$ cat src/rtl/channel_acq_sequencer.sv
// Acquisition sequencer for one analog channel: programs the DAC offset,
// waits for settling, discards warm-up samples and captures a burst.
// Ports: clk/reset; i_Start, i_Abort commands; i_Cfg* burst config;
//   i_AdcSample input; o_DacOffset, o_AnalogEnable to the analog top;
//   o_Sample/o_SampleValid stream; o_Busy, o_Done status;
//   o_Max, o_AboveCount per-burst statistics.
module channel_acq_sequencer #(
  parameter int SETTLE_CYCLES  = 16,
  parameter int ADC_LATENCY    = 1,
  parameter int WARMUP_SAMPLES = 2
) (
  input  logic       clk,
  input  logic       reset,
  input  logic       i_Start,
  input  logic       i_Abort,
  input  logic [7:0] i_CfgOffset,
  input  logic [7:0] i_CfgBurstLen,
  input  logic [7:0] i_CfgThreshold,
  input  logic [7:0] i_AdcSample,
  output logic [7:0] o_DacOffset,
  output logic       o_AnalogEnable,
  output logic [7:0] o_Sample,
  output logic       o_SampleValid,
  output logic       o_Busy,
  output logic       o_Done,
  output logic [7:0] o_Max,
  output logic [8:0] o_AboveCount
);

  localparam int DISC = ADC_LATENCY + WARMUP_SAMPLES;
  localparam logic [7:0] SETTLE_LAST = 8'(SETTLE_CYCLES - 1);
  localparam logic [7:0] DISC_LAST = 8'(DISC - 1);

  typedef enum logic [2:0] {
    IDLE,
    SETTLE,
    DISCARD,
    CAPTURE,
    DONE
  } state_t;

  state_t     state;
  logic [7:0] cnt;
  logic [8:0] cap_cnt;
  logic [8:0] burst_len;
  logic [7:0] thresh;

  always_ff @(posedge clk or posedge reset) begin
    if (reset) begin
      state          <= IDLE;
      cnt            <= '0;
      cap_cnt        <= '0;
      burst_len      <= '0;
      thresh         <= '0;
      o_DacOffset    <= '0;
      o_AnalogEnable <= 1'b0;
      o_Sample       <= '0;
      o_SampleValid  <= 1'b0;
      o_Busy         <= 1'b0;
      o_Done         <= 1'b0;
      o_Max          <= '0;
      o_AboveCount   <= '0;
    end else begin
      o_SampleValid <= 1'b0;
      o_Done        <= 1'b0;
      if (i_Abort && state != IDLE) begin
        state          <= IDLE;
        o_AnalogEnable <= 1'b0;
        o_Busy         <= 1'b0;
      end else begin
        unique case (state)
          IDLE: begin
            if (i_Start && !i_Abort) begin
              // A zero length maps to 256 via the ninth bit.
              burst_len    <= {(i_CfgBurstLen == 8'd0), i_CfgBurstLen};
              thresh       <= i_CfgThreshold;
              o_DacOffset  <= i_CfgOffset;
              o_Max        <= '0;
              o_AboveCount <= '0;
              cnt          <= '0;
              cap_cnt      <= '0;
              o_Busy       <= 1'b1;
              state        <= SETTLE;
            end
          end
          SETTLE: begin
            if (cnt == SETTLE_LAST) begin
              cnt            <= '0;
              o_AnalogEnable <= 1'b1;
              state          <= (DISC == 0) ? CAPTURE : DISCARD;
            end else begin
              cnt <= cnt + 8'd1;
            end
          end
          DISCARD: begin
            if (cnt == DISC_LAST) begin
              cnt   <= '0;
              state <= CAPTURE;
            end else begin
              cnt <= cnt + 8'd1;
            end
          end
          CAPTURE: begin
            o_Sample      <= i_AdcSample;
            o_SampleValid <= 1'b1;
            if (i_AdcSample > o_Max) o_Max <= i_AdcSample;
            if (i_AdcSample > thresh) begin
              o_AboveCount <= o_AboveCount + 9'd1;
            end
            if (cap_cnt == burst_len - 9'd1) begin
              o_AnalogEnable <= 1'b0;
              state          <= DONE;
            end else begin
              cap_cnt <= cap_cnt + 9'd1;
            end
          end
          DONE: begin
            o_Done <= 1'b1;
            o_Busy <= 1'b0;
            state  <= IDLE;
          end
          default: state <= IDLE;
        endcase
      end
    end
  end

endmodule

$ cat config.mk
export PLATFORM = sky130hd
export DESIGN_NAME = channel_acq_sequencer
export DESIGN_NICKNAME = d
export VERILOG_FILES = /design/src/rtl/channel_acq_sequencer.sv
export SDC_FILE = /design/constraint.sdc
export NUM_CORES = 1
export LEC_CHECK = 0
export ABC_AREA = 0
export BUFFER_PORTS_ARGS = -buffer_cell sky130_fd_sc_hd__buf_4
export CAP_MARGIN = 20
export CORE_ASPECT_RATIO = 0.9
export CORE_UTILIZATION = 35
export CTS_BUF_LIST = sky130_fd_sc_hd__clkbuf_16
export CTS_CLUSTER_DIAMETER = 80
export CTS_CLUSTER_SIZE = 20
export DETAILED_ROUTE_END_ITERATION = 7
export PLACE_DENSITY_LB_ADDON = 0.25
export REMOVE_ABC_BUFFERS = 1
export SLEW_MARGIN = 15
export SYNTH_ARGS = -nofsm -noshare
export SYNTH_HDL_FRONTEND = slang
export SYNTH_SLANG_ARGS = --single-unit
$ cat constraint.sdc
create_clock -name clk -period 4.2 [get_ports clk]
set_input_delay 0.42 -clock clk [delete_from_list [all_inputs] [get_ports clk]]
set_output_delay 0.42 -clock clk [all_outputs]
set_load 0.05 [all_outputs]
; Word level (Yosys, flattened, before mapping)
; Index checks and enable logic that the tools add are counted.
[totals]
reg_bits = 74
inputBits = 36
wordCells = 82
[op_classes]
add_sub_neg = 4
order_cmp = 2
n_eq_ne = 15
n_mux = 28
bitwise = 1
n_reduce_logical = 19
[ops]
columns = cell, n
row1 = 9-bit one-hot mux with 2 select lines, 2
row2 = 8-bit 2-to-1 mux, 4
row3 = 9-bit 2-to-1 mux, 3
row4 = 8-bit one-hot mux with 3 select lines, 1
row5 = 9-bit by 1-bit adder with 9-bit output (second input constant), 2
row6 = 8-bit > comparator, 2
row7 = 8-bit one-hot mux with 2 select lines, 1
row8 = 4-bit AND reduction, 4
row9 = 3-bit 2-to-1 mux, 5
row10 = 3-bit inequality test (second input constant), 4
row11 = 3-bit one-hot mux with 4 select lines, 1
row12 = 3-bit nonzero test, 4
row13 = 9-bit == test, 1
row14 = 1-bit 2-to-1 mux, 9
row15 = 3-bit AND reduction, 3
row16 = 9-bit by 1-bit subtractor with 9-bit output (second input constant), 1
row17 = 8-bit by 1-bit adder with 8-bit output (second input constant), 1
row18 = 8-bit by 2-bit == test with 1-bit output (second input constant), 1
row19 = 8-bit by 4-bit == test with 1-bit output (second input constant), 1
row20 = 8-bit zero test, 1
row21 = 2-bit inequality test (second input constant), 4
row22 = 3-bit by 2-bit == test with 1-bit output (second input constant), 2
row23 = 1-bit one-hot mux with 2 select lines, 2
row24 = 2-bit AND reduction, 2
row25 = other kinds (7), 8

; Longest topological paths before layout
; Gate-level depths: netlist of run 1.
[logic_depth]
word_depth = 5
ltp_mapped = 10
depth_no_buf = 9

; Worst setup path after synthesis of run 1
; OpenSTA, ideal clock, no wires.
[synth_timing]
kind = register to register
from = register burst_len[0]
to = register state[1]
setup_ns = 0.120
t_arrival_ns = 2.474
required_ns = 4.080
setup_slack_ns = 1.607
stages_incl_launch_ff = 9
path_buffers = 1
path_cell_list = dfrtp_1 or4_4 or4b_1 a211oi_2 a311oi_2 nor3_4 buf_6 nand2_1 a31o_1
[synth_between]
elab_chain_cells = 4
[synth_rtl]
columns = element, line
row1 = "start, declared", 45  ; logic [8:0] burst_len;
row2 = "start signal, assigned", 75  ; burst_len <= {(i_CfgBurstLen == 8'd0), i_CfgBurstLen};
row3 = 9-bit by 1-bit subtractor with 9-bit output, 110  ; if (cap_cnt == burst_len - 9'd1) begin
row4 = 9-bit == test, 110
row5 = 3-bit inequality test (no source line), -
row6 = 4-bit AND reduction (no source line), -
row7 = "end signal, assigned", 90  ; state <= (DISC == 0) ? CAPTURE : DISCARD;
row8 = "end, declared", 42  ; state_t state;
; Every way passes these cells.
; A chain may end at the register's enable or synchronous reset.

; Final worst setup path of run 1
; Same ends and word-level chain as after synthesis.

==> results by group, run 1 <==
Final layout
  • Multi-input gate area: approximately 2000 µm²
  • Commonest cells after routing, fill and taps aside: nand2_1 (98), buf_4 (77), dfrtp_1 (74)
  • FF+latch area: ~1900 µm²
  • Ratio of cells with drive above 1 in the final layout: 0.216
  • Commonest non-fill, non-tap cell in the layout: nand2_1
  • FILL cells: approximately 1100
  • N_diodes: 0
  • Area Overhead vs Synth: 24.9%
  • Final net count: between 500 and 600

Place
  • Post-DP HPWL: roughly 6400 µm
  • Dpl ws: 1.35 ns
  • Placer's final routability congestion estimate: between 0.7 and 0.8
  • I/O Buffers: just over 70

Logic synthesis
  • Syn_area_per_cell: just over 9 µm²
  • Post-Synthesis Cells: 438
  • EDFF count, synth: 0
  • Primary FF master, synth: dfrtp_1
  • Number of distinct library cells after synthesis: 55
  • Register area share after synthesis: 0.459
  • Synth Cell Area: 4040 µm²
  • Yosys warns: 0
  • Post-synthesis async set-or-reset flop share: 1.00
  • Synth Register Bits: 74

Setup path
  • CP Data Required Time: 4.42 ns
  • Worst-path fanout max: 16
  • Worst r2r path cells: 7
  • R2R Path Start: burst_len[0]$_DFFE_PP0P_
  • CP peak stage delay: between 0.5 and 0.6 ns
  • R2R Setup Slk: 1.34 ns
  • Crit Path Category: flip-flop to flip-flop
  • Worst-path cell chain: or4_4 > or4b_1 > a211oi_2 > a311oi_2 > nor3_4 > nand2_1 > a31o_1
  • Reg2reg end: state[1]$_DFFE_PP0P_
  • Critical Path Start Type: flip-flop
  • Slowest cell on the critical path: or4_4
  • Critical path arrival: a little over 3 ns
  • CP Capture Type: flip-flop

Power and ir drop
  • Sw frac: 0.412
  • Comb pwr share: 0.419
  • Sequential share of power: 0.341
  • PD cells: between 600 and 700 nW/µm²
  • Leak: about 2.4 nW
  • Internal power: around 1.8 mW
  • P_sw: ~1.3 mW
  • Maximum vdd ir drop: around 0.00045 V
  • Clock share of power: 0.240

Die
  • Effective utilization at floorplan: 0.366
  • IO Pins: between 70 and 80
  • FP Rows: 36
  • Die area: around 12000 µm²
  • DIE HEIGHT: between 100 and 150 µm
  • Core footprint: roughly 11000 µm²
  • Die Width: 115 µm

Routing
  • DR vias/cell: 5.03
  • Per-cell routed wire length: around 14 µm
  • Final WL: approximately 9000 µm
  • Antenna viol nets, final: 0
  • Drt initial violations: 88
  • Detailed Routing Iterations Pass 1: 4
  • Routed via count: about 3300
  • DRC errors left: 0

Clock tree
  • CTS Root Cell: clkbuf_16
  • Bufs on Longest Clock Path: 2
  • Later-pin clock latency in the skew report: roughly 0.34 ns
  • H-Tree Depth: 3
  • CTS Sinks: 74
  • CTS buffer count: 9
  • Clock slew at reported path FFs: 0.06 ns
  • CTS tree: yes
  • Setup Fix Bufs, Post-CTS: 0
  • CTS resizes: 0
  • Hold buffers post-CTS: 0

Timing
  • Fin. max-slew vios: 0
  • Max_slew headroom: 0.406
  • Worst-Margin Slew: slightly below 0.9 ns
  • Fin crit share: 0.680
  • Fin. Hold Viols: 0
  • Crit path time final: 2.86 ns
  • RSZ-0062 raised after global routing: no
  • Setup Skew: between 0.007 and 0.008 ns
  • Final setup violation count: 0
  • Setup tns final: 0 ns
  • Final worst slack: around 1.3 ns
  • Max Freq: around 350 MHz

GRT
  • Vias in the first global route: 3184
  • Remaining global-route overflow: 0
  • First-pass GRT wire length: 15500 µm
  • Largest net degree at the start of global routing: 48
  • Initial antenna violation count: 0
  • GR Util All Layers: 0.166

Min path
  • Worst min-delay path class: primary input to async pin

Run status
  • Status: finished, final reports clean

Run
  • Max-Cap Viols: 0
[worst max-delay path: cells and delay by family (launching register included)]
kind               cells  cell delay (ns)
and+or+nand+nor        4             1.74
AOI/OAI and AO/OA      3             0.59
DFF                    1             0.42
[cell families after synthesis]
group,synth area share
and+or+nand+nor,0.219
xor gates and xnor gates,0.0304
DFF,0.459
AOI/OAI and AO/OA,0.127
buffers and inverters,0.0431
adders and majority gates,0.0651
muxes,0.0570
[stage by stage]
step / utilization / power (mW) / instance area (µm²) / std cells / hold WS [ns]
2_1_floorplan: - / 2.00 / 3960 / 419 / 0.446
3_3_place_gp: 0.429 / 2.35 / 4730 / 648 / 0.461
3_5_place_dp: 0.429 / 2.38 / 4730 / 648 / 0.464
4_1_cts: 0.455 / 3.15 / 5020 / 664 / 0.258
5_1_grt: 0.457 / 3.32 / 5040 / 665 / 0.109
6_report: 0.457 / 3.11 / 5040 / 665 / 0.0941
[power groups by stage]
stage                     registers, mW  logic (mW)  clock network, mW
after floorplan                    1.37       0.636                  0
after global placement             1.06        1.29                  0
after detailed placement           1.07        1.31                  0
after CTS                          1.06        1.31              0.769
after global routing               1.09        1.43              0.795
final                              1.06        1.30              0.748
[routing by layer]
metal  wire length [µm]  vias up  global-route usage
met4                 76        0              0.0455
met1               4110     1599               0.213
met3                452        8              0.0542
li1                   -     1661                   -
met2               4460       75               0.265
met5                  0        -                   0
[area by class of cell]
class	count	share of cell area
clock buffers	9	0.0447
multi-input cells	320	0.401
well taps	152	0.0377
inverters	25	0.0186
flip-flops and latches	74	0.367
clock inverters	7	0.0124
repair buffers	78	0.119
[Yosys cell counts, drive strengths merged, types with 6 or more instances]
cell / instances / share of area
ha: 21 / 0.065
inv: 25 / 0.023
a21oi: 12 / 0.015
mux2i: 14 / 0.035
nand3: 12 / 0.015
o21ai: 33 / 0.041
clkbuf: 17 / 0.016
or3: 6 / 0.0093
nor4: 6 / 0.0093
nor2: 12 / 0.012
nand2: 98 / 0.091
o31ai: 7 / 0.013
xnor2: 10 / 0.022
and3: 7 / 0.011
mux2: 8 / 0.022
dfrtp: 74 / 0.46
nand4: 10 / 0.015
nand2b: 9 / 0.014
nor3: 7 / 0.011
[flip-flops by register name (all words and copies together) (netlist names)]
signal and cells:
o_Done 1, o_SampleValid 1, o_DacOffset 8, o_AboveCount 9
thresh 8, o_AnalogEnable 1, o_Max 8, cap_cnt 9
burst_len 9, state 3, o_Busy 1, cnt 8
o_Sample 8
[worst max-delay path by stage]
stage	start	end	slack, ns	depth (start not counted)
floorplan	state[0]$_DFFE_PP0P_	burst_len[0]$_DFFE_PP0P_	1.08	4
global placement	burst_len[0]$_DFFE_PP0P_	state[1]$_DFFE_PP0P_	1.42	7
detailed placement	burst_len[0]$_DFFE_PP0P_	state[1]$_DFFE_PP0P_	1.35	7
CTS	burst_len[0]$_DFFE_PP0P_	state[1]$_DFFE_PP0P_	1.34	7
global route	burst_len[0]$_DFFE_PP0P_	state[1]$_DFFE_PP0P_	1.23	7
finish	burst_len[0]$_DFFE_PP0P_	state[1]$_DFFE_PP0P_	1.34	7
(Power assumes the default switching activity.)
==> run 2, diff against run 1 <==
clock period = 2.8 ns   (was 4.2 ns; I/O delays follow)
==> results by group, run 2 (synthesis gave the netlist of run 1 again) <==
Routing
  • Antenna viol nets, final: 0 (unchanged)
  • Routed via count: 3341 (-0.060%)
  • Detailed Routing Iterations Pass 1: 4 (unchanged)
  • Drt initial violations: 142 (+61%)
  • Final WL: 9530 µm (+4.7%)
  • DRC errors left: 0 (unchanged)
  • Per-cell routed wire length: 14.3 µm (+4.4%)
  • DR vias/cell: 5.01 (-0.36%)

Die
  • Effective utilization at floorplan: 0.366 (unchanged)
  • DIE HEIGHT: 104 µm (unchanged)
  • FP Rows: 36 (unchanged)
  • Core footprint: 11000 µm² (unchanged)
  • Die Width: 115 µm (unchanged)
  • IO Pins: 73 (unchanged)
  • Die area: 12000 µm² (unchanged)

GRT
  • Remaining global-route overflow: 0 (unchanged)
  • Largest net degree at the start of global routing: 44 (-8.3%)
  • Initial antenna violation count: 0 (unchanged)
  • Vias in the first global route: 3290 (+3.3%)
  • GR Util All Layers: 0.172 (+0.00602)
  • First-pass GRT wire length: 16000 µm (+3.3%)

Setup path
  • CP peak stage delay: 0.59 ns (+0.03 ns)
  • Crit Path Category: flip-flop to flip-flop
  • CP Data Required Time: 3.00 ns (-1.42 ns)
  • Critical path arrival: 2.91 ns (-0.17 ns)
  • Slowest cell on the critical path: or4_4
  • Worst Path Buf+Inv: 1 (+1)
  • CP Capture Type: flip-flop
  • Critical Path Start Type: flip-flop
  • Worst-path cell chain: or4_4 > or4b_1 > a211oi_2 > a311oi_2 > nor3_4 > buf_6 > or4_1 > a21oi_2
  • Worst-path fanout max: 13 (-3)
  • CP top delay family: simple AND/OR/NAND/NOR gates

Clock tree
  • Bufs on Longest Clock Path: 2 (unchanged)
  • H-Tree Depth: 3 (unchanged)
  • CTS tree: yes
  • Clock slew at reported path FFs: 0.06 ns (about the same)
  • CTS Root Cell: clkbuf_16
  • CTS Sinks: 74 (unchanged)
  • Setup Fix Bufs, Post-CTS: 0 (unchanged)
  • CTS buffer count: 9 (unchanged)
  • CTS resizes: 0 (unchanged)
  • Hold buffers post-CTS: 0 (unchanged)
  • Later-pin clock latency in the skew report: 0.33 ns (about the same)

Timing
  • Final setup violation count: 0 (unchanged)
  • Crit path time final: 2.70 ns (-0.150 ns)
  • Max Freq: 370 MHz (+5.6%)
  • Max_slew headroom: 0.512 (+0.106)
  • Fin crit share: 0.966 (+0.286)
  • Fin Hold WS: 0.0617 ns (-0.0323 ns)
  • RSZ-0062 raised after global routing: no
  • Final worst slack: 0.0953 ns (-1.25 ns)
  • Setup Skew: 0.00735 ns (-0.000343 ns)
  • Worst-Margin Slew: 0.728 ns (-0.160 ns)
  • Fin. Hold Viols: 0 (unchanged)
  • Fin. max-slew vios: 0 (unchanged)

Final layout
  • Final Core Density: 0.459 (+0.00204)
  • Final net count: 567 (+0.35%)
  • Commonest non-fill, non-tap cell in the layout: nand2_1
  • Ratio of cells with drive above 1 in the final layout: 0.227 (+0.0108)
  • N_diodes: 0 (unchanged)
  • FILL cells: 1048 (-3.1%)
  • Non-Filler Instances: 667 (+0.30%)
  • Area Overhead vs Synth: 25.5%
  • Commonest cells after routing, fill and taps aside: nand2_1 (98), buf_4 (77), dfrtp_1 (74)
  • Top flop regs: burst_len: 9 flops, cap_cnt: 9 flops, o_AboveCount: 9 flops

Place
  • Post-Place Cells: 651 (+0.46%)
  • Post-DP HPWL: 6650 µm (+3.3%)
  • Placer's final routability congestion estimate: 0.821 (+9.5%)
  • I/O Buffers: 72 (unchanged)
  • Dpl ws: 0.117 ns (-1.24 ns)

Power and ir drop
  • PD cells: 918 nW/µm² (+49%)
  • Overall power: 4.65 mW (+49%)
  • Maximum vdd ir drop: 0.000539 V (+19%)
  • Leak: 2.40 nW (+0.15%)

Run status
  • Status: finished, final reports clean

Min path
  • Worst min-delay path class: primary input to async pin

Run
  • Max-Cap Viols: 0 (unchanged)
-- run 2: final timing paths --
kind	startpoint	to	slack [ns]	cells past startpoint
setup / recovery	burst_len[0]$_DFFE_PP0P_	cap_cnt[7]$_DFFE_PP0P_	0.1	8
hold / removal	reset	o_AboveCount[5]$_DFFE_PP0P_	0.06	2
setup reg to reg	burst_len[0]$_DFFE_PP0P_	cap_cnt[7]$_DFFE_PP0P_	0.1	8
hold reg to reg	o_DacOffset[1]$_DFFE_PP0P_	o_DacOffset[1]$_DFFE_PP0P_	0.47	2
max in group asynchronous	reset	cnt[3]$_DFFE_PP0P_	2.04	3
min in group clk	i_CfgOffset[4]	o_DacOffset[4]$_DFFE_PP0P_	0.14	3
-- run 2: routing by layer --
metal | vias to the layer above | wire length, µm | GRT usage
li1 | 1667 | - | -
met4 | 0 | 94 | 0.0455
met3 | 9 | 392 | 0.0519
met5 | - | 0 | 0
met1 | 1598 | 4420 | 0.219
met2 | 67 | 4620 | 0.281
-- run 2: area by class of cell --
class                           count  area, µm²  share of cell area
Inverter                           25       93.8              0.0185
Multi-Input combinational cell    320       2030               0.400
Clock buffer                        9        225              0.0445
Sequential cell                    74       1850               0.366
Timing Repair Buffer               80        629               0.124
Tap cell                          152        190              0.0375
Clock inverter                      7       46.3             0.00914
-- run 2: where the power goes --
| group | switching (mW) | leakage (nW) | internal [mW] | total (mW) |
|---|---|---|---|---|
| clock network | 0.457 | 0.129 | 0.596 | 1.05 |
| registers | 0.241 | 0.974 | 1.36 | 1.60 |
| logic | 1.27 | 1.29 | 0.725 | 2.00 |
-- run 2: stage by stage --
step / setup TNS, ns / instance area, µm²
2_1_floorplan: -8.04 / 3960
3_3_place_gp: 0 / 4780
3_5_place_dp: 0 / 4780
4_1_cts: 0 / 5050
5_1_grt: 0 / 5060
6_report: 0 / 5060
==> run 3, diff against run 2 <==
CORE_UTILIZATION = 50   (was 35)
==> results by group, run 3 (synthesis gave the netlist of run 1 again) <==
Run status
  • Status: finished, final reports clean

Timing
  • Fin crit share: 0.935 (-0.0310)
  • Max_slew headroom: 0.454 (-0.0587)
  • RSZ-0062 raised after global routing: no
  • Final worst slack: 0.182 ns (+0.0868 ns)
  • Fin. max-slew vios: 0 (unchanged)
  • Crit path time final: 2.62 ns (-0.0868 ns)
  • Max Freq: 382 MHz (+3.3%)
  • Final setup violation count: 0 (unchanged)
  • Setup Skew: 0.00612 ns (-0.00123 ns)
  • Worst-Margin Slew: 0.817 ns (+0.0882 ns)
  • Fin. Hold Viols: 0 (unchanged)

Place
  • Post-Place Cells: 594 (-8.8%)
  • Placer's final routability congestion estimate: 0.812 (-1.1%)
  • Dpl ws: 0.127 ns (+0.00992 ns)
  • I/O Buffers: 72 (unchanged)
  • Post-DP HPWL: 6600 µm (-0.75%)

Clock tree
  • CTS Sinks: 74 (unchanged)
  • CTS Root Cell: clkbuf_16
  • Later-pin clock latency in the skew report: 0.33 ns (about the same)
  • CTS tree: yes
  • CTS buffer count: 9 (unchanged)
  • Clock slew at reported path FFs: 0.06 ns (about the same)
  • Bufs on Longest Clock Path: 2 (unchanged)
  • H-Tree Depth: 3 (unchanged)
  • Hold buffers post-CTS: 0 (unchanged)

GRT
  • Vias in the first global route: 3312 (+0.67%)
  • Remaining global-route overflow: 0 (unchanged)
  • Largest net degree at the start of global routing: 44 (unchanged)
  • Initial antenna violation count: 0 (unchanged)
  • GR Util All Layers: 0.232 (+0.0605)
  • First-pass GRT wire length: 15700 µm (-2.2%)

Final layout
  • Top flop regs: burst_len: 9 flops, cap_cnt: 9 flops, o_AboveCount: 9 flops
  • Commonest cells after routing, fill and taps aside: nand2_1 (98), buf_4 (77), dfrtp_1 (74)
  • Final net count: 566 (-0.18%)
  • Final Core Density: 0.645 (+0.186)
  • Ratio of cells with drive above 1 in the final layout: 0.218 (-0.00886)
  • Commonest non-fill, non-tap cell in the layout: nand2_1
  • N_diodes: 0 (unchanged)
  • Non-Filler Instances: 609 (-8.7%)
  • Area Overhead vs Synth: 23.0%

Die
  • DIE HEIGHT: 87.2 µm (-16%)
  • Die area: 8440 µm² (-30%)
  • Effective utilization at floorplan: 0.525 (+0.159)
  • Die Width: 96.7 µm (-16%)
  • IO Pins: 73 (unchanged)
  • Core footprint: 7690 µm² (-30%)
  • FP Rows: 30 (-17%)

Routing
  • DRC errors left: 0 (unchanged)
  • DR vias/cell: 5.61 (+12%)
  • Per-cell routed wire length: 15.1 µm (+5.7%)
  • Routed via count: 3415 (+2.2%)
  • Final WL: 9200 µm (-3.5%)
  • Drt initial violations: 137 (-3.5%)
  • Antenna viol nets, final: 0 (unchanged)
  • Detailed Routing Iterations Pass 1: 4 (unchanged)

Power and ir drop
  • Maximum vdd ir drop: 0.000598 V (+11%)
  • Overall power: 4.60 mW (-0.93%)
  • PD cells: 928 nW/µm² (+1.1%)
  • Leak: 2.38 nW (-0.73%)

Setup path
  • Critical path arrival: 2.88 ns (-0.03 ns)
  • CP Data Required Time: 3.06 ns (+0.06 ns)
  • Worst-path fanout max: 13 (unchanged)
  • CP Capture Type: flip-flop
  • Crit Path Category: flip-flop to flip-flop
  • Critical Path Start Type: flip-flop

Run
  • Max-Cap Viols: 0 (unchanged)

Min path
  • Worst min-delay path class: primary input to async pin
[run 3: through the flow]
step                      TNS, ns  area (µm²)  hold WS [ns]
final                           0        4960        0.0886
after CTS                       0        4960         0.120
after global routing            0        4960         0.139
after floorplan             -8.04        3960         0.385
after detailed placement        0        4700         0.463
after global placement          0        4700         0.460
[run 3: critical path, cell delays in order (launching register included)]
cell      delay (ns)
dfrtp_1         0.41
or4_4           0.57
o21ai_2         0.15
a211oi_2        0.08
a311oi_2        0.40
nor3_4          0.08
buf_4           0.19
or4_1           0.50
a21oi_1         0.15
[run 3: timing repair]
item	4_1_cts	5_1_grt
setup buffers	0	0
setup endpoints to repair	0	2
hold endpoints to repair	0	0
gates resized for setup	0	1
[run 3: layer usage]
layer  global-route usage  wire length, µm
met1                0.297             4170
met3               0.0522              386
met5                    0                0
met4               0.0746              122
met2                0.395             4520
[run 3: power breakdown]
part / internal (mW) / switching (mW) / leakage [nW]
Clock: 0.586 / 0.437 / 0.118
Sequential: 1.36 / 0.234 / 0.974
Combinational: 0.723 / 1.27 / 1.29
Total: 2.67 / 1.94 / 2.38
[run 3: final timing paths]
path                                              end  depth (start not counted)                  startpoint  slack (ns)
max                            cap_cnt[7]$_DFFE_PP0P_                          8    burst_len[0]$_DFFE_PP0P_        0.18
min                        o_DacOffset[4]$_DFFE_PP0P_                          2                       reset        0.09
max reg2reg                    cap_cnt[7]$_DFFE_PP0P_                          8    burst_len[0]$_DFFE_PP0P_        0.18
min reg2reg                o_DacOffset[7]$_DFFE_PP0P_                          2  o_DacOffset[7]$_DFFE_PP0P_        0.47
max in group asynchronous        o_Max[4]$_DFFE_PP0P_                          3                       reset        2.04
min in group clk                thresh[0]$_DFFE_PP0P_                          3           i_CfgThreshold[0]        0.13
[run 3: final cells by class]
class                           count  area (µm²)
Fill cell                         628        2730
Multi-Input combinational cell    320        2020
Sequential cell                    74        1850
Timing Repair Buffer               79         618
Clock buffer                        9         225
Tap cell                           96         120
Inverter                           25        93.8
Clock inverter                      6        35.0
